## src/rtl/riscv_cpu_pkg.sv

```systemverilog
// Shared riscv_cpu types and constants used by the hazard controller:
// forwarding-select encoding, hazard FSM states and scoreboard entry layout.
package riscv_cpu_pkg;

    localparam int REG_ADDR_WIDTH = 5;
    localparam int FWD_SEL_WIDTH  = 2;

    localparam logic [FWD_SEL_WIDTH-1:0] FWD_NONE  = 2'd0;
    localparam logic [FWD_SEL_WIDTH-1:0] FWD_EXMEM = 2'd1;
    localparam logic [FWD_SEL_WIDTH-1:0] FWD_MEMWB = 2'd2;

    typedef enum logic {
        HZ_RUN,
        HZ_WAIT_MEM
    } hazard_state_e;

    typedef struct packed {
        logic                      valid;
        logic [REG_ADDR_WIDTH-1:0] rd;
        logic                      we;
        logic                      load;
    } sb_entry_t;

    localparam int SB_ENTRY_W = $bits(sb_entry_t);

    // True when an in-flight producer writes the register that ID reads; x0 never matches.
    function automatic logic rd_hit(input sb_entry_t e,
                                    input logic [REG_ADDR_WIDTH-1:0] rs,
                                    input logic used);
        return used & e.valid & e.we & (e.rd != '0) & (e.rd == rs);
    endfunction

endpackage

```

## src/rtl/hazard_scoreboard.sv

```systemverilog
// Shadow scoreboard of in-flight destinations (EX, MEM, WB); holds while frozen,
// loads an invalid EX entry when a bubble or flush is inserted.
module hazard_scoreboard
    import riscv_cpu_pkg::*;
(
    input  logic                  clk_i,
    input  logic                  rst_ni,
    input  logic                  freeze_i,
    input  logic                  bubble_i,
    input  logic [SB_ENTRY_W-1:0] id_entry_i,
    output logic [SB_ENTRY_W-1:0] ex_entry_o,
    output logic [SB_ENTRY_W-1:0] mem_entry_o,
    output logic [SB_ENTRY_W-1:0] wb_entry_o
);

    localparam int PAY_W = SB_ENTRY_W - 1;

    sb_entry_t        id_e;
    logic             ex_vld_p0, mem_vld_p1, wb_vld_p2;
    logic [PAY_W-1:0] ex_pay_p0, mem_pay_p1, wb_pay_p2;

    assign id_e = sb_entry_t'(id_entry_i);

    always_ff @(posedge clk_i or negedge rst_ni) begin
        if (!rst_ni) begin
            ex_vld_p0  <= 1'b0;
            mem_vld_p1 <= 1'b0;
            wb_vld_p2  <= 1'b0;
        end else if (!freeze_i) begin
            ex_vld_p0  <= id_e.valid & ~bubble_i;
            mem_vld_p1 <= ex_vld_p0;
            wb_vld_p2  <= mem_vld_p1;
        end
    end

    // Payload is qualified by the valid bits, so it carries no reset.
    always_ff @(posedge clk_i) begin
        if (!freeze_i) begin
            ex_pay_p0  <= {id_e.rd, id_e.we, id_e.load};
            mem_pay_p1 <= ex_pay_p0;
            wb_pay_p2  <= mem_pay_p1;
        end
    end

    assign ex_entry_o  = {ex_vld_p0,  ex_pay_p0};
    assign mem_entry_o = {mem_vld_p1, mem_pay_p1};
    assign wb_entry_o  = {wb_vld_p2,  wb_pay_p2};

endmodule

```

## src/rtl/hazard_ctrl.sv

```systemverilog
// Hazard controller for the 5-stage riscv_cpu core: freeze, redirect flush, load-use/RAW
// stalls, registered forwarding selects. Define HAZARD_CTRL_FWD_EN to enable forwarding.
module hazard_ctrl
    import riscv_cpu_pkg::*;
#(
    parameter int ADDR_WIDTH  = REG_ADDR_WIDTH,
    parameter int MEM_TIMEOUT = 255
) (
    input  logic                  clk_i,
    input  logic                  rst_ni,
    input  logic                  id_valid_i,
    input  logic [ADDR_WIDTH-1:0] id_rs1_i,
    input  logic [ADDR_WIDTH-1:0] id_rs2_i,
    input  logic                  id_rs1_used_i,
    input  logic                  id_rs2_used_i,
    input  logic [ADDR_WIDTH-1:0] id_rd_i,
    input  logic                  id_reg_we_i,
    input  logic                  id_load_i,
    input  logic                  ex_redirect_i,
    input  logic                  mem_req_i,
    input  logic                  mem_ready_i,
    output logic                  pc_stall_o,
    output logic                  if_id_stall_o,
    output logic                  if_id_flush_o,
    output logic                  id_ex_flush_o,
    output logic                  pipe_freeze_o,
    output logic [1:0]            fwd_a_sel_o,
    output logic [1:0]            fwd_b_sel_o,
    output logic                  mem_timeout_o
);

    localparam int CNT_W = $clog2(MEM_TIMEOUT + 1);

    logic [SB_ENTRY_W-1:0] id_entry, ex_entry, mem_entry, wb_entry;
    sb_entry_t             ex_e, mem_e;
    logic                  freeze, redirect, bubble, stall, load_use;
    logic                  hit_ex_a, hit_ex_b, hit_mem_a, hit_mem_b;

    hazard_scoreboard u_scoreboard (
        .clk_i      (clk_i),
        .rst_ni     (rst_ni),
        .freeze_i   (freeze),
        .bubble_i   (bubble),
        .id_entry_i (id_entry),
        .ex_entry_o (ex_entry),
        .mem_entry_o(mem_entry),
        .wb_entry_o (wb_entry)
    );

    assign id_entry = {id_valid_i, id_rd_i, id_reg_we_i, id_load_i};
    assign ex_e     = sb_entry_t'(ex_entry);
    assign mem_e    = sb_entry_t'(mem_entry);

    // Outputs must drop the moment reset asserts, even with a live memory wait.
    assign freeze   = rst_ni & mem_req_i & ~mem_ready_i;
    assign redirect = rst_ni & ex_redirect_i;

    assign hit_ex_a  = id_valid_i & rd_hit(ex_e,  id_rs1_i, id_rs1_used_i);
    assign hit_ex_b  = id_valid_i & rd_hit(ex_e,  id_rs2_i, id_rs2_used_i);
    assign hit_mem_a = id_valid_i & rd_hit(mem_e, id_rs1_i, id_rs1_used_i);
    assign hit_mem_b = id_valid_i & rd_hit(mem_e, id_rs2_i, id_rs2_used_i);
    assign load_use  = ex_e.load & (hit_ex_a | hit_ex_b);

`ifdef HAZARD_CTRL_FWD_EN
    assign stall = load_use;
`else
    assign stall = load_use | hit_ex_a | hit_ex_b | hit_mem_a | hit_mem_b;
`endif

    assign bubble = redirect | stall;

    always_comb begin
        pc_stall_o    = 1'b0;
        if_id_stall_o = 1'b0;
        if_id_flush_o = 1'b0;
        id_ex_flush_o = 1'b0;
        pipe_freeze_o = 1'b0;
        if (freeze) begin
            pipe_freeze_o = 1'b1;
            pc_stall_o    = 1'b1;
            if_id_stall_o = 1'b1;
        end else if (redirect) begin
            if_id_flush_o = 1'b1;
            id_ex_flush_o = 1'b1;
        end else if (stall) begin
            pc_stall_o    = 1'b1;
            if_id_stall_o = 1'b1;
            id_ex_flush_o = 1'b1;
        end
    end

`ifdef HAZARD_CTRL_FWD_EN
    logic [1:0] fwd_a_d, fwd_b_d, fwd_a_q, fwd_b_q;

    // EX producer beats MEM producer; an EX load is handled by the load-use bubble instead.
    always_comb begin
        fwd_a_d = FWD_NONE;
        fwd_b_d = FWD_NONE;
        if (hit_ex_a && !ex_e.load) fwd_a_d = FWD_EXMEM;
        else if (hit_mem_a)         fwd_a_d = FWD_MEMWB;
        if (hit_ex_b && !ex_e.load) fwd_b_d = FWD_EXMEM;
        else if (hit_mem_b)         fwd_b_d = FWD_MEMWB;
    end

    always_ff @(posedge clk_i or negedge rst_ni) begin
        if (!rst_ni) begin
            fwd_a_q <= FWD_NONE;
            fwd_b_q <= FWD_NONE;
        end else if (!freeze) begin
            fwd_a_q <= bubble ? FWD_NONE : fwd_a_d;
            fwd_b_q <= bubble ? FWD_NONE : fwd_b_d;
        end
    end

    assign fwd_a_sel_o = fwd_a_q;
    assign fwd_b_sel_o = fwd_b_q;
`else
    assign fwd_a_sel_o = FWD_NONE;
    assign fwd_b_sel_o = FWD_NONE;
`endif

    hazard_state_e state_q, state_d;
    logic [CNT_W-1:0] cnt_q, cnt_d;
    logic             timeout_q, timeout_d;

    // Counter value equals the number of wait cycles completed so far, saturating.
    always_comb begin
        state_d   = state_q;
        cnt_d     = cnt_q;
        timeout_d = timeout_q;
        case (state_q)
            HZ_RUN: begin
                if (freeze) begin
                    state_d = HZ_WAIT_MEM;
                    cnt_d   = CNT_W'(1);
                end
            end
            HZ_WAIT_MEM: begin
                if (!freeze)
                    state_d = HZ_RUN;
                else if (cnt_q != CNT_W'(MEM_TIMEOUT))
                    cnt_d = cnt_q + CNT_W'(1);
            end
            default: state_d = HZ_RUN;
        endcase
        if (freeze && cnt_d == CNT_W'(MEM_TIMEOUT))
            timeout_d = 1'b1;
    end

    always_ff @(posedge clk_i or negedge rst_ni) begin
        if (!rst_ni) begin
            state_q   <= HZ_RUN;
            cnt_q     <= '0;
            timeout_q <= 1'b0;
        end else begin
            state_q   <= state_d;
            cnt_q     <= cnt_d;
            timeout_q <= timeout_d;
        end
    end

    assign mem_timeout_o = timeout_q;

endmodule

```

## config.mk

```make
export PLATFORM = sky130hd
export DESIGN_NAME = hazard_ctrl
export DESIGN_NICKNAME = d
export VERILOG_FILES = /design/src/rtl/riscv_cpu_pkg.sv /design/src/rtl/hazard_scoreboard.sv /design/src/rtl/hazard_ctrl.sv
export SDC_FILE = /design/constraint.sdc
export NUM_CORES = 1
export LEC_CHECK = 0
export ABC_CLOCK_PERIOD_IN_PS = 2100
export BUFFER_PORTS_ARGS = -buffer_cell sky130_fd_sc_hd__buf_4
export CELL_PAD_IN_SITES_DETAIL_PLACEMENT = 0
export CELL_PAD_IN_SITES_GLOBAL_PLACEMENT = 2
export CORE_ASPECT_RATIO = 1.4
export CORE_MARGIN = 8
export CORE_UTILIZATION = 34
export CTS_BUF_LIST = sky130_fd_sc_hd__clkbuf_8
export CTS_CLUSTER_SIZE = 28
export DETAILED_ROUTE_END_ITERATION = 10
export HOLD_SLACK_MARGIN = 0.05
export PLACE_DENSITY = 0.88
export SLEW_MARGIN = 0
export SYNTH_ARGS = -nofsm -noshare
export SYNTH_HDL_FRONTEND = slang
export SYNTH_SLANG_ARGS = --single-unit
```

## constraint.sdc

```tcl
create_clock -name clk_i -period 2.1 [get_ports clk_i]
set_clock_uncertainty 0.15 [all_clocks]
set_input_delay 0.315 -clock clk_i [delete_from_list [all_inputs] [get_ports clk_i]]
set_output_delay 0.315 -clock clk_i [all_outputs]
set_load 0.03 [all_outputs]
```

Yosys cells after proc, flatten, opt, wreduce, memory -nomap -nowiden. Index checks and enable logic that the tools add are counted.

Logic and storage cells: 63. Flip-flop bits (word level): 26. Input bits: 25. Output and inout port bits: 10.

Bitwise operators: 34. Mux-type cells: 12. Equal/unequal tests: 6. Add/sub/neg operators: 1. Reductions and logical operators: 3.

Operator list (count): 1-bit bitwise AND (25); 8-bit two-way mux (3); 5-bit == test (4); 8-bit one-hot mux with 2 select lines (1); 5-bit nonzero test (2); 8-bit by 1-bit adder with 8-bit output, second input constant (1); 8-bit == test, second input constant (1); 1-bit two-way mux (8); 8-bit != test, second input constant (1); 1-bit bitwise OR (6); 1-bit inverter (3); 1-bit logical AND (1).

Logic depth before layout (Yosys ltp). Gate-level depths: netlist of run 1.

Depth after elaboration: 14. Mapped depth: 7. Gate-level depth less buffers: 6.

Cells and area by module. Synthesis of run 1 repeated with hierarchy kept, for this count alone.

Cells, all modules: 152. Area total of the unflattened synthesis: 1742.9 sq um.

Modules (own cells, without submodules): hazard_ctrl (times used 1, sequential area each 250.2 sq um, area each 973.4 sq um, cells an instance 119); hazard_scoreboard (times used 1, sequential area each 705.7 sq um, area each 769.5 sq um, cells an instance 33).

Least setup slack after synthesis of run 1. No wires, ideal clock.

Path type: register to output. Start point: register u_scoreboard.ex_pay_p0[2]. End point: output port pc_stall_o. Required time: 1.635 ns. Slack: -0.188 ns. Buffers on the path: 1. Arrival time: 1.823 ns. Stages on the path, launching flop included: 6. Cells stage by stage: edfxtp_1 -> or3_1 -> o311a_1 -> a22oi_2 -> o21ai_1 -> buf_4.

Word-level cells in the longest chain between the ends: 13. Elaborated cells between the ends (all ways): 18. Those cells by class: 2 x eq/ne; 3 x mux; 12 x bitwise; 1 x reduce/logical.

Ends and longest elaborated chain: start: declaration (line hazard_scoreboard.sv:20) `logic [PAY_W-1:0] ex_pay_p0, mem_pay_p1, wb_pay_p2;`; start signal: assignment (line hazard_scoreboard.sv:39) `ex_pay_p0 <= {id_e.rd, id_e.we, id_e.load};`; 5-bit nonzero test (line riscv_cpu_pkg.sv:30) `return used & e.valid & e.we & (e.rd != '0) & (e.rd == rs);`; 1-bit bitwise AND (2 in a row) (line riscv_cpu_pkg.sv:30); 1-bit bitwise AND (on tied branches) (line hazard_ctrl.sv:58, hazard_ctrl.sv:59); 1-bit bitwise OR (line hazard_ctrl.sv:62) `assign load_use = ex_e.load & (hit_ex_a | hit_ex_b);`; 1-bit bitwise AND (line hazard_ctrl.sv:62); 1-bit bitwise OR (line hazard_ctrl.sv:67) `assign stall = load_use | hit_ex_a | hit_ex_b | hit_mem_a | hit_mem_b;`; 1-bit bitwise OR * (3 in a row) (line hazard_ctrl.sv:67); 1-bit two-way mux * (3 in a row); end: declaration (line hazard_ctrl.sv:22) `output logic pc_stall_o,`.

Mark *: on every way between the ends. The rest lies on a longest branch, timed or not.

Worst setup path in the final report of run 1.
Start point: register u_scoreboard.ex_pay_p0[2]. End point: output port id_ex_flush_o.

Word-level cells in the longest chain between the ends: 13. Elaborated cells between the ends (all ways): 18. Those cells by class: 2 x eq/ne; 3 x mux; 12 x bitwise; 1 x reduce/logical.

Ends and longest elaborated chain: 5-bit nonzero test (line riscv_cpu_pkg.sv:30); 1-bit bitwise AND (2 in a row) (line riscv_cpu_pkg.sv:30); 1-bit bitwise AND (on tied branches) (line hazard_ctrl.sv:58, hazard_ctrl.sv:59); 1-bit bitwise OR (line hazard_ctrl.sv:62); 1-bit bitwise AND (line hazard_ctrl.sv:62); 1-bit bitwise OR (line hazard_ctrl.sv:67); 1-bit bitwise OR * (3 in a row) (line hazard_ctrl.sv:67); 1-bit two-way mux * (line hazard_ctrl.sv:85) `end else if (stall) begin`; 1-bit two-way mux * (line hazard_ctrl.sv:82) `end else if (redirect) begin`; 1-bit two-way mux * (line hazard_ctrl.sv:78) `if (freeze) begin`; end: declaration (line hazard_ctrl.sv:25) `output logic id_ex_flush_o,`.

Marked as above.

==> results of run 1 <==
power by group:
group / total, W / switching, W / internal, W
Clock: 0.000274 / 0.000143 / 0.000131
Combinational: 0.000221 / 0.000110 / 0.000111
Sequential: 0.000564 / 0.0000319 / 0.000532
Total: 0.00106 / 0.000285 / 0.000773
worst paths after layout:
path                                           start                    endpoint  cells past startpoint
max                        u_scoreboard.ex_pay_p0[2]               id_ex_flush_o                      5
min                                       id_rd_i[3]   u_scoreboard.ex_pay_p0[5]                      1
max reg2reg                                 cnt_q[0]               mem_timeout_o                      6
min reg2reg                u_scoreboard.ex_pay_p0[1]  u_scoreboard.mem_pay_p1[1]                      0
max in group asynchronous                     rst_ni     u_scoreboard.mem_vld_p1                      3
min in group asynchronous                     rst_ni                    cnt_q[3]                      3
logic make-up (layout without fill, tap and decap cells):
group	count (synthesis)	count (layout)
simple gates	48	48
compound gates	30	30
flops	24	24
xor+xnor	20	20
buf+inv	13	43
fa+ha+maj	1	1
other cells	1	4
state kept, by name (all words and copies together) (netlist names):
signal                   count
cnt_q                        8
u_scoreboard.ex_pay_p0       6
u_scoreboard.mem_pay_p1      6
mem_timeout_o                1
state_q                      1
u_scoreboard.ex_vld_p0       1
u_scoreboard.mem_vld_p1      1
cell usage after synthesis (2+ instances only):
master	number	share of area, %
xnor2_1	20	12
nand2_1	15	3.9
dfrtp_1	12	21
edfxtp_1	12	25
nand4_1	8	3.5
a21oi_1	7	2.4
buf_4	7	3.7
nor2_1	7	1.8
nand3_1	5	1.7
nor3_1	4	1.4
buf_2	3	1.0
o22ai_1	3	1.3
a22o_1	2	1.2
and4_4	2	1.6
o21ai_0	2	0.70
metrics by stage:
stage               util (%)  hold WS, ps
global route            43.3         63.5
CTS                     43.3         65.9
finish                  43.3         71.9
detailed placement      41.6          143
global placement        41.6          141
floorplan                  -         -131
area by class of cell:
cell class                      count  area, sq um  area share (%)
Multi-Input combinational cell    103          714            40.0
Timing Repair Buffer               38          308            17.2
Clock inverter                      1         3.75           0.210
Tap cell                           45         56.3            3.15
Sequential cell                    24          661            36.9
Clock buffer                        3         41.3            2.31
Inverter                            1         3.75           0.210
worst reg2reg max path: stages, from the launching register on:
cell	delay, ps
dfrtp_1	360
ha_1	210
and3_1	360
a21oi_2	120
and4b_1	210
o2111a_1	250
a41o_1	230
repair_timing:
action,in CTS,in global routing
endpoints found under the setup margin,3,3
pin swaps,0,0
hold buffers,1,0
resized for setup,3,0
endpoints found under the hold margin,12,0
buffers inserted,0,0
metal layers:
layer	vias to the layer above	share of wire, %	track usage, %
met3	10	6.1	2.57
met5	-	0	0
li1	566	-	-
met1	594	36	11.0
met4	0	2.6	5.23
met2	38	55	20.6
==> impl_metrics.toml, run 1 <==
[run_status]
status = "complete, but fails checks"
violations = "negative setup slack"

[sta]
worst_pin_slew_ps = 602
finalHoldViolCount = 0
setup-violations-final = 3
finalCritPeriodShare_pct = 113
finalCriticalPeriod_ps = 2370
drv_slew = 0
rsz0062_at_grt = "yes"
maxSlewHeadroom_pct = 59.8
worst_slack_ps = -273
fin_tns_setup_ps = -716
fmax_mhz = 421

[floorplan]
die_x_um = 71.0
io_pins = 35
core.rowCount = 28
die_y_um = 93.0
die_area_sq_um = 6600
core_area_sq_um = 4130
start_util_pct = 34.8

[yosys]
avgSynthCellArea_sq_um = 10.5
syn_inst = 137
syn_area_sq_um = 1440
yosysWarnings = 0
yosysUniqueCellTypes = 43
ys_seq_elements = 24
ys_async_sr_fraction_pct = 50.0
muxShareOfSynthArea_pct = 0
synthFlopType = "edfxtp_1"
synth_simple_gate_area_share_pct = 18.7
synth_fa_ha_area_share_pct = 0.870
synth-compound-area-share_pct = 15.7
synth_top_family_by_area = "simple AND/OR/NAND/NOR gates"
ys_seq_area_share_pct = 45.9
synth_edf_count = 12
synth_xor_xnor_area_share_pct = 12.2

[global_route]
overflow = 0
grt_pass1_vias = 1275
grt_max_degree = 19
grt_antenna_before_repair = 0
grt_pass1_wl_um = 5870
grt_usage_pct = 11.0

[worst_setup_path]
required_ps = 1630
worst_path_max_delay_cell = "edfxtp_1"
critPathMaxFanout = 3
r2r_slack_ps = 110
crit_type = "reg2out"
crit_family = "compound AO/OA/AOI/OAI gates"
cp_num_buf_inv = 1
cp-end-kind = "primary output"
crit_path_max_incr_delay_ps = 390
cp-start-kind = "flip-flop"
cp.arrival_ps = 1910
cp_cell_sequence = "or3_4 -> o311a_1 -> a22oi_2 -> o22ai_1 -> buf_4"

[placement]
dp_hpwl_um = 2870
pre_cts_ws_ps = -2.76
io_buffers = 29
dpl_cell_area_sq_um = 1720
place.gp.congestion = 0.825
dp.cells = 210

[cells_and_area]
final_cell_mix = "buf_4 (34), xnor2_1 (20), nand2_1 (15)"
mostFrequentLayoutCell = "buf_4"
finalInstanceArea_sq_um = 1790
stdcell_count = 215
drive_gt1_share_pct = 31.2
antennaDiodeCount = 0
area_growth_pct = 24.3
n_fill_cell = 422
num-nets-final = 197

[clock_network]
htree_num_levels = 1
cts.sink_count = 24
cts_max_path_buffers = 2
cts-root-buf = "clkbuf_8"
path_clk_slew_ps = 90
cts_tree = "built"
clkLatencyLatePin_ps = 260
numCtsBuffers = 3

[pwr]
power.density_nw_per_um2 = 592
power.leakage_nw = 0.738
finalPower_w = 0.00106
irDropWorstVdd_v = 0.000329

[run]
max-cap-violations = 0

[route]
via_per_inst = 5.62
post-route-drc-count = 0
ant_nets = 0
first_pass_iters = 4
initialDrtViolationCount = 37
wl_per_cell_um = 16.8
drt-total-wl_um = 3610
num_vias = 1208

[min_path]
hold_class = "in2reg"
Note: power is estimated with default switching activity, not from simulation.
==> inputs of run 2 (changes only) <==
--- a/config.mk
+++ b/config.mk
@@ -5,18 +5,18 @@
 export SDC_FILE = /design/constraint.sdc
 export NUM_CORES = 1
 export LEC_CHECK = 0
+export ABC_AREA = 1
 export ABC_CLOCK_PERIOD_IN_PS = 2100
 export BUFFER_PORTS_ARGS = -buffer_cell sky130_fd_sc_hd__buf_4
 export CELL_PAD_IN_SITES_DETAIL_PLACEMENT = 0
 export CELL_PAD_IN_SITES_GLOBAL_PLACEMENT = 2
 export CORE_ASPECT_RATIO = 1.4
 export CORE_MARGIN = 8
-export CORE_UTILIZATION = 34
-export CTS_BUF_LIST = sky130_fd_sc_hd__clkbuf_8
+export CORE_UTILIZATION = 29
 export CTS_CLUSTER_SIZE = 28
 export DETAILED_ROUTE_END_ITERATION = 10
 export HOLD_SLACK_MARGIN = 0.05
-export PLACE_DENSITY = 0.88
+export PLACE_DENSITY = 0.86
 export SLEW_MARGIN = 0
 export SYNTH_ARGS = -nofsm -noshare
 export SYNTH_HDL_FRONTEND = slang
==> run 2 against run 1 <==
  * The run still ends with negative setup slack left
  * First-iteration DRC count is 19% lower
  * Register-to-register slack improved by 160 ps
  * Power fell by 0.41%
  * Combinational power rose by 2%
  * Via count is 23% higher
==> impl_metrics.toml, run 2 <==
[run_status]
status = "complete, but fails checks"
violations = "negative setup slack"

[cells_and_area]
largest_reg_flops = 8
mostFrequentLayoutCell = "nand2_1"
antennaDiodeCount = 0
num-nets-final = 304
drive_gt1_share_pct = 19.9
finalInstanceArea_sq_um = 2000
reg_top3 = "cnt_q x8, u_scoreboard.ex_pay_p0 x6, u_scoreboard.mem_pay_p1 x6"
top_register = "cnt_q"
final_cell_mix = "nand2_1 (89), inv_1 (40), buf_4 (34)"
area_growth_pct = 25.9

[global_route]
grt_usage_pct = 9.82
grt_pass1_wl_um = 6580
grt_max_degree = 13
overflow = 0
grt_antenna_before_repair = 0
grt_pass1_vias = 1520

[floorplan]
core.rowCount = 32
die_area_sq_um = 8130
io_pins = 35
die_x_um = 78.5
die_y_um = 104
start_util_pct = 29.4
core_area_sq_um = 5410

[pwr]
pwr-share-comb_pct = 21.3
power.leakage_nw = 1.06
p_sw_w = 0.000298
irDropWorstVdd_v = 0.000335
p_int_w = 0.000756
p_clk_share_pct = 25.0
switching_share_pct = 28.3
seqPwrFrac_pct = 53.7
power.density_nw_per_um2 = 527

[sta]
setup-violations-final = 2
drv_slew = 0
rsz0062_at_grt = "yes"
final.hold.worst_slack_ps = 79.7
worst_pin_slew_ps = 583
finalCriticalPeriod_ps = 2140
finalCritPeriodShare_pct = 102
fmax_mhz = 467
fin_tns_setup_ps = -79.2
finalHoldViolCount = 0
maxSlewHeadroom_pct = 61.0
worst_slack_ps = -39.9

[yosys]
synth-compound-area-share_pct = 2.84
synth_simple_gate_area_share_pct = 42.5
muxShareOfSynthArea_pct = 0
avgSynthCellArea_sq_um = 6.70
ys_seq_area_share_pct = 41.6
synth_xor_xnor_area_share_pct = 0
ys_seq_elements = 24
syn_area_sq_um = 1590
synth_fa_ha_area_share_pct = 0.788
yosys.area.top_type = "edfxtp_1"
yosysMostFrequentCell = "nand2_1"
yosysWarnings = 0
synthTopCellsByArea = "edfxtp_1 (23%), nand2_1 (21%), dfrtp_1 (19%), inv_1 (9.7%), nand3_1 (7.9%)"
yosysUniqueCellTypes = 18
synth_edf_count = 12
synth_top_family_by_area = "simple AND/OR/NAND/NOR gates"
synthFlopType = "edfxtp_1"
synth_common_cells = "nand2_1 (90), inv_1 (41), nor2_1 (27)"
netlist.area_leader.share_pct = 22.7
syn_inst = 237
ys_async_sr_fraction_pct = 50.0

[route]
post-route-drc-count = 0
via_per_inst = 4.31
wl_per_cell_um = 11.4
drt-total-wl_um = 3910
initialDrtViolationCount = 30
ant_nets = 0
first_pass_iters = 4
num_vias = 1483

[worst_setup_path]
required_ps = 1630
critPathLaunch = "u_scoreboard.mem_pay_p1[4]"
crit_family = "simple AND/OR/NAND/NOR gates"
critPathMaxFanout = 4
crit_type = "reg2out"
worstReg2RegEnd = "mem_timeout_o"
reg2reg_from = "cnt_q[1]"
worst_path_max_delay_cell = "edfxtp_1"
r2r_slack_ps = 270
r2r.worst_path.cells = 12
cp_num_buf_inv = 1
cp_cell_sequence = "nand2_1 -> nand2_1 -> nor2_1 -> nand3_1 -> nand2_1 -> nand2_1 -> nand2_1 -> nand2_2 -> o21ai_2 -> buf_6"
cp.arrival_ps = 1670
cp-start-kind = "flip-flop"
path_common_cell = "nand2_1"
crit_path_max_incr_delay_ps = 450
cp-end-kind = "primary output"

[clock_network]
htree_num_levels = 1
cts-root-buf = "clkbuf_8"
clkLatencyLatePin_ps = 260
path_clk_slew_ps = 80
cts.sink_count = 24
cts_tree = "built"
cts_max_path_buffers = 2
numCtsBuffers = 3

[placement]
place.gp.congestion = 0.778
dpl_cell_area_sq_um = 1890
dp_hpwl_um = 3220
io_buffers = 29

[min_path]
hold_depth = 1
worstHoldStart = "id_rd_i[0]"
hold_class = "in2reg"
min_to = "u_scoreboard.ex_pay_p0[2]"

[run]
max-cap-violations = 0
## run 2: cell types whose count changed in the layout (fill, tap and decap cells not counted), moves of 3 or more
cell     change
a21oi_1      -6
inv_1       +40
nand2_1     +74
nand2_2      +4
nand3_1     +20
nand4_1      -5
nor2_1      +19
nor2_2       +3
nor2_4       +4
nor3_1       -3
o22ai_1      -3
xnor2_1     -20
## run 2: worst max-delay path by stage
stage / endpoint / slack (ps) / cells after the start
floorplan: pc_stall_o / 150 / 10
global placement: if_id_stall_o / 170 / 10
detailed placement: if_id_stall_o / 140 / 10
CTS: if_id_stall_o / -100 / 10
global route: if_id_stall_o / -220 / 10
finish: if_id_stall_o / -40 / 10
## run 2: metrics by stage
| step | power (W) | setup slack (ps) | std cells | utilization, % |
|---|---|---|---|---|
| 2_1_floorplan | 0.000700 | 145 | 240 | - |
| 3_3_place_gp | 0.000791 | 167 | 335 | 35.0 |
| 3_5_place_dp | 0.000789 | 142 | 335 | 35.0 |
| 4_1_cts | 0.00106 | -95.6 | 342 | 36.5 |
| 5_1_grt | 0.00112 | -224 | 344 | 37.0 |
| 6_report | 0.00105 | -39.9 | 344 | 37.0 |
## run 2: timing repair
item,4_1_cts,5_1_grt
setup endpoints to repair,3,3
hold buffers,1,0
pin swaps,0,1
gates resized for setup,3,5
buffers inserted,3,2
hold endpoints to repair,12,0
## run 2: layout make-up
class | count | area, sq um
clock buffers | 3 | 41.3
fillers | 603 | 3410
inverters | 41 | 154
multi-input cells | 170 | 759
flip-flops and latches | 24 | 661
well taps | 68 | 85.1
repair buffers | 38 | 299
## run 2: layer usage
| layer | wire, um | track usage (%) |
|---|---|---|
| met5 | 0 | 0 |
| met4 | 81 | 3.99 |
| met2 | 2200 | 19.2 |
| met1 | 1480 | 9.47 |
| met3 | 143 | 1.82 |
## run 2: power by group through the flow
stage / Sequential [W] / Combinational (W) / Clock [W]
6_report: 0.000565 / 0.000225 / 0.000263
5_1_grt: 0.000572 / 0.000258 / 0.000293
2_1_floorplan: 0.000567 / 0.000133 / 0
3_3_place_gp: 0.000580 / 0.000211 / 0
3_5_place_dp: 0.000579 / 0.000210 / 0
4_1_cts: 0.000567 / 0.000222 / 0.000272
## run 2: cells by family after synthesis
logic type               Yosys count
AND/OR/NAND/NOR                  156
AO/OA/AOI/OAI                      9
flip-flops                        24
adder cells (fa/ha/maj)            1
other                              1
buffers and inverters             46
## run 2: worst reg2reg max path: stages (launching register included)
cell and delay, ps:
dfrtp_1 410, ha_1 220, nand2_1 120, nor2_2 140, nand2_2 150, nand2_1 120
nand2_1 50, nand3_1 60, nand2_1 100, nand2_1 80, inv_1 30, nand3_1 60
nand2_1 40
==> inputs of run 3 (changes only) <==
--- a/config.mk
+++ b/config.mk
@@ -6,7 +6,7 @@
 export NUM_CORES = 1
 export LEC_CHECK = 0
 export ABC_AREA = 1
-export ABC_CLOCK_PERIOD_IN_PS = 2100
+export ABC_CLOCK_PERIOD_IN_PS = 2210
 export BUFFER_PORTS_ARGS = -buffer_cell sky130_fd_sc_hd__buf_4
 export CELL_PAD_IN_SITES_DETAIL_PLACEMENT = 0
 export CELL_PAD_IN_SITES_GLOBAL_PLACEMENT = 2
@@ -15,7 +15,7 @@
 export CORE_UTILIZATION = 29
 export CTS_CLUSTER_SIZE = 28
 export DETAILED_ROUTE_END_ITERATION = 10
-export HOLD_SLACK_MARGIN = 0.05
+export HOLD_SLACK_MARGIN = 0.03
 export PLACE_DENSITY = 0.86
 export SLEW_MARGIN = 0
 export SYNTH_ARGS = -nofsm -noshare
==> constraint.sdc (replaced) <==
create_clock -name clk_i -period 2.21 [get_ports clk_i]
set_clock_uncertainty 0.15 [all_clocks]
set_input_delay 0.3315 -clock clk_i [delete_from_list [all_inputs] [get_ports clk_i]]
set_output_delay 0.3315 -clock clk_i [all_outputs]
set_load 0.03 [all_outputs]
==> run 3 against run 2 <==
  * The run now ends clean
  * Cell count increased by 0.29%
  * Critical path depth grew 1
  * Combinational power barely moved
  * Die area unchanged
  * Critical path type unchanged
==> impl_metrics.toml, run 3 (synthesis gave the netlist of run 2 again) <==
[run_status]
status = "complete, no violations"

[cells_and_area]
num-nets-final = 305
finish.utilization_pct = 37.2
antennaDiodeCount = 0
top_register = "cnt_q"
final_cell_mix = "nand2_1 (88), inv_1 (38), buf_4 (35)"
reg_top3 = "cnt_q x8, u_scoreboard.ex_pay_p0 x6, u_scoreboard.mem_pay_p1 x6"
largest_reg_flops = 8
drive_gt1_share_pct = 22.0
finalInstanceArea_sq_um = 2010
area_growth_pct = 26.8
mostFrequentLayoutCell = "nand2_1"

[route]
ant_nets = 0
first_pass_iters = 4
initialDrtViolationCount = 12
wl_met2_um = 2290
wl_per_cell_um = 11.8
post-route-drc-count = 0
m1WireLength_um = 1570
via_per_inst = 4.30
num_vias = 1483
drt-total-wl_um = 4060
wl_met3_um = 126
top_layer = "met4"

[clock_network]
cts_max_path_buffers = 2
clkLatencyLatePin_ps = 260
numCtsBuffers = 3
cts_tree = "built"
path_clk_slew_ps = 80
cts.sink_count = 24
cts-root-buf = "clkbuf_8"
htree_num_levels = 1

[placement]
place.gp.congestion = 0.804
pre_cts_ws_ps = 222
dp_hpwl_um = 3320
io_buffers = 29
dpl_cell_area_sq_um = 1870

[min_path]
hold_depth = 1
worstHoldStart = "id_rd_i[0]"
hold_class = "in2reg"

[floorplan]
start_util_pct = 29.4
die_y_um = 104
core_area_sq_um = 5410
io_pins = 35
die_x_um = 78.5
core.rowCount = 32
die_area_sq_um = 8130

[worst_setup_path]
reg2reg_from = "cnt_q[1]"
r2r.worst_path.cells = 12
crit_type = "reg2out"
worst_path_max_delay_cell = "edfxtp_1"
crit_family = "buffers and inverters"
critPathLaunch = "u_scoreboard.ex_pay_p0[2]"
endpoint = "id_ex_flush_o"
cp_cell_sequence = "buf_6 -> buf_4 -> nor2_1 -> nand3_1 -> nand3_1 -> inv_1 -> nand2_1 -> nand2_1 -> nand2_2 -> a21oi_1 -> buf_4"
cp-end-kind = "primary output"
cp_num_buf_inv = 4
cp.arrival_ps = 1680
worstReg2RegEnd = "mem_timeout_o"
cp-start-kind = "flip-flop"
cp.depth = 11
r2r_slack_ps = 350
critPathMaxFanout = 4
crit_path_max_incr_delay_ps = 430
required_ps = 1730

[pwr]
power.leakage_nw = 1.07
finalPower_w = 0.00102
irDropWorstVdd_v = 0.000212
power.density_nw_per_um2 = 504

[sta]
worst_slack_ps = 53.1
final.hold.worst_slack_ps = 92.3
setup-violations-final = 0
maxSlewHeadroom_pct = 59.9
finalCriticalPeriod_ps = 2160
finalHoldViolCount = 0
fmax_mhz = 464
finalCritPeriodShare_pct = 97.6
worst_pin_slew_ps = 600
drv_slew = 0
rsz0062_at_grt = "yes"

[global_route]
grt_usage_pct = 10.2
grt_pass1_vias = 1566
grt_pass1_wl_um = 6770
grt_max_degree = 13
grt_antenna_before_repair = 0
overflow = 0

[run]
max-cap-violations = 0
==> run 3: changes by cell type in the layout (fill, tap and decap cells not counted) <==
cell     before  now
nor2_1       26   23
inv_2         1    3
nand2_1      89   88
inv_1        40   38
a21oi_1       1    2
o21ai_1       2    3
o21ai_0       4    3
nor2_2        3    6
nand2_2       4    5
a21oi_2       1    0
buf_4        34   35
==> run 3: final cells by class <==
| type | instances | area (sq um) |
|---|---|---|
| fillers | 610 | 3390 |
| multi-input cells | 170 | 766 |
| flip-flops and latches | 24 | 661 |
| repair buffers | 39 | 307 |
| inverters | 41 | 154 |
| well taps | 68 | 85.1 |
| clock buffers | 3 | 41.3 |
==> run 3: power breakdown <==
part | switching, W | total [W] | internal, W | leakage [nW]
clock network | 0.000128 | 0.000249 | 0.000122 | 0.0216
logic | 0.000130 | 0.000228 | 0.0000980 | 0.764
registers | 0.0000330 | 0.000539 | 0.000506 | 0.280
total | 0.000290 | 0.00102 | 0.000725 | 1.07
==> run 3: timing repair <==
action / 4_1_cts / 5_1_grt
cloned: 0 / 0
hold endpoints to repair: 12 / 0
setup endpoints to repair: 3 / 3
pin swaps: 6 / 8
hold buffers: 1 / 0
gates resized for setup: 7 / 8
buffers inserted: 6 / 2
==> run 3: layer usage <==
layer | global-route usage (%) | vias to the layer above
met1 | 9.44 | 646
li1 | - | 803
met3 | 1.38 | 6
met4 | 3.86 | 0
met5 | 0 | -
met2 | 20.8 | 28
==> run 3: worst min-delay path by stage <==
stage                                            to  slack, ps
after global routing      u_scoreboard.ex_pay_p0[5]         80
after CTS                 u_scoreboard.ex_pay_p0[2]         90
after global placement                      state_q         50
after detailed placement                   cnt_q[1]         60
final                     u_scoreboard.ex_pay_p0[2]         90
after floorplan                            cnt_q[0]       -110
==> run 3: stage by stage <==
stage	std cells	TNS, ps
global route	345	-199
detailed placement	333	0
floorplan	240	0
global placement	333	0
CTS	343	0
finish	345	0
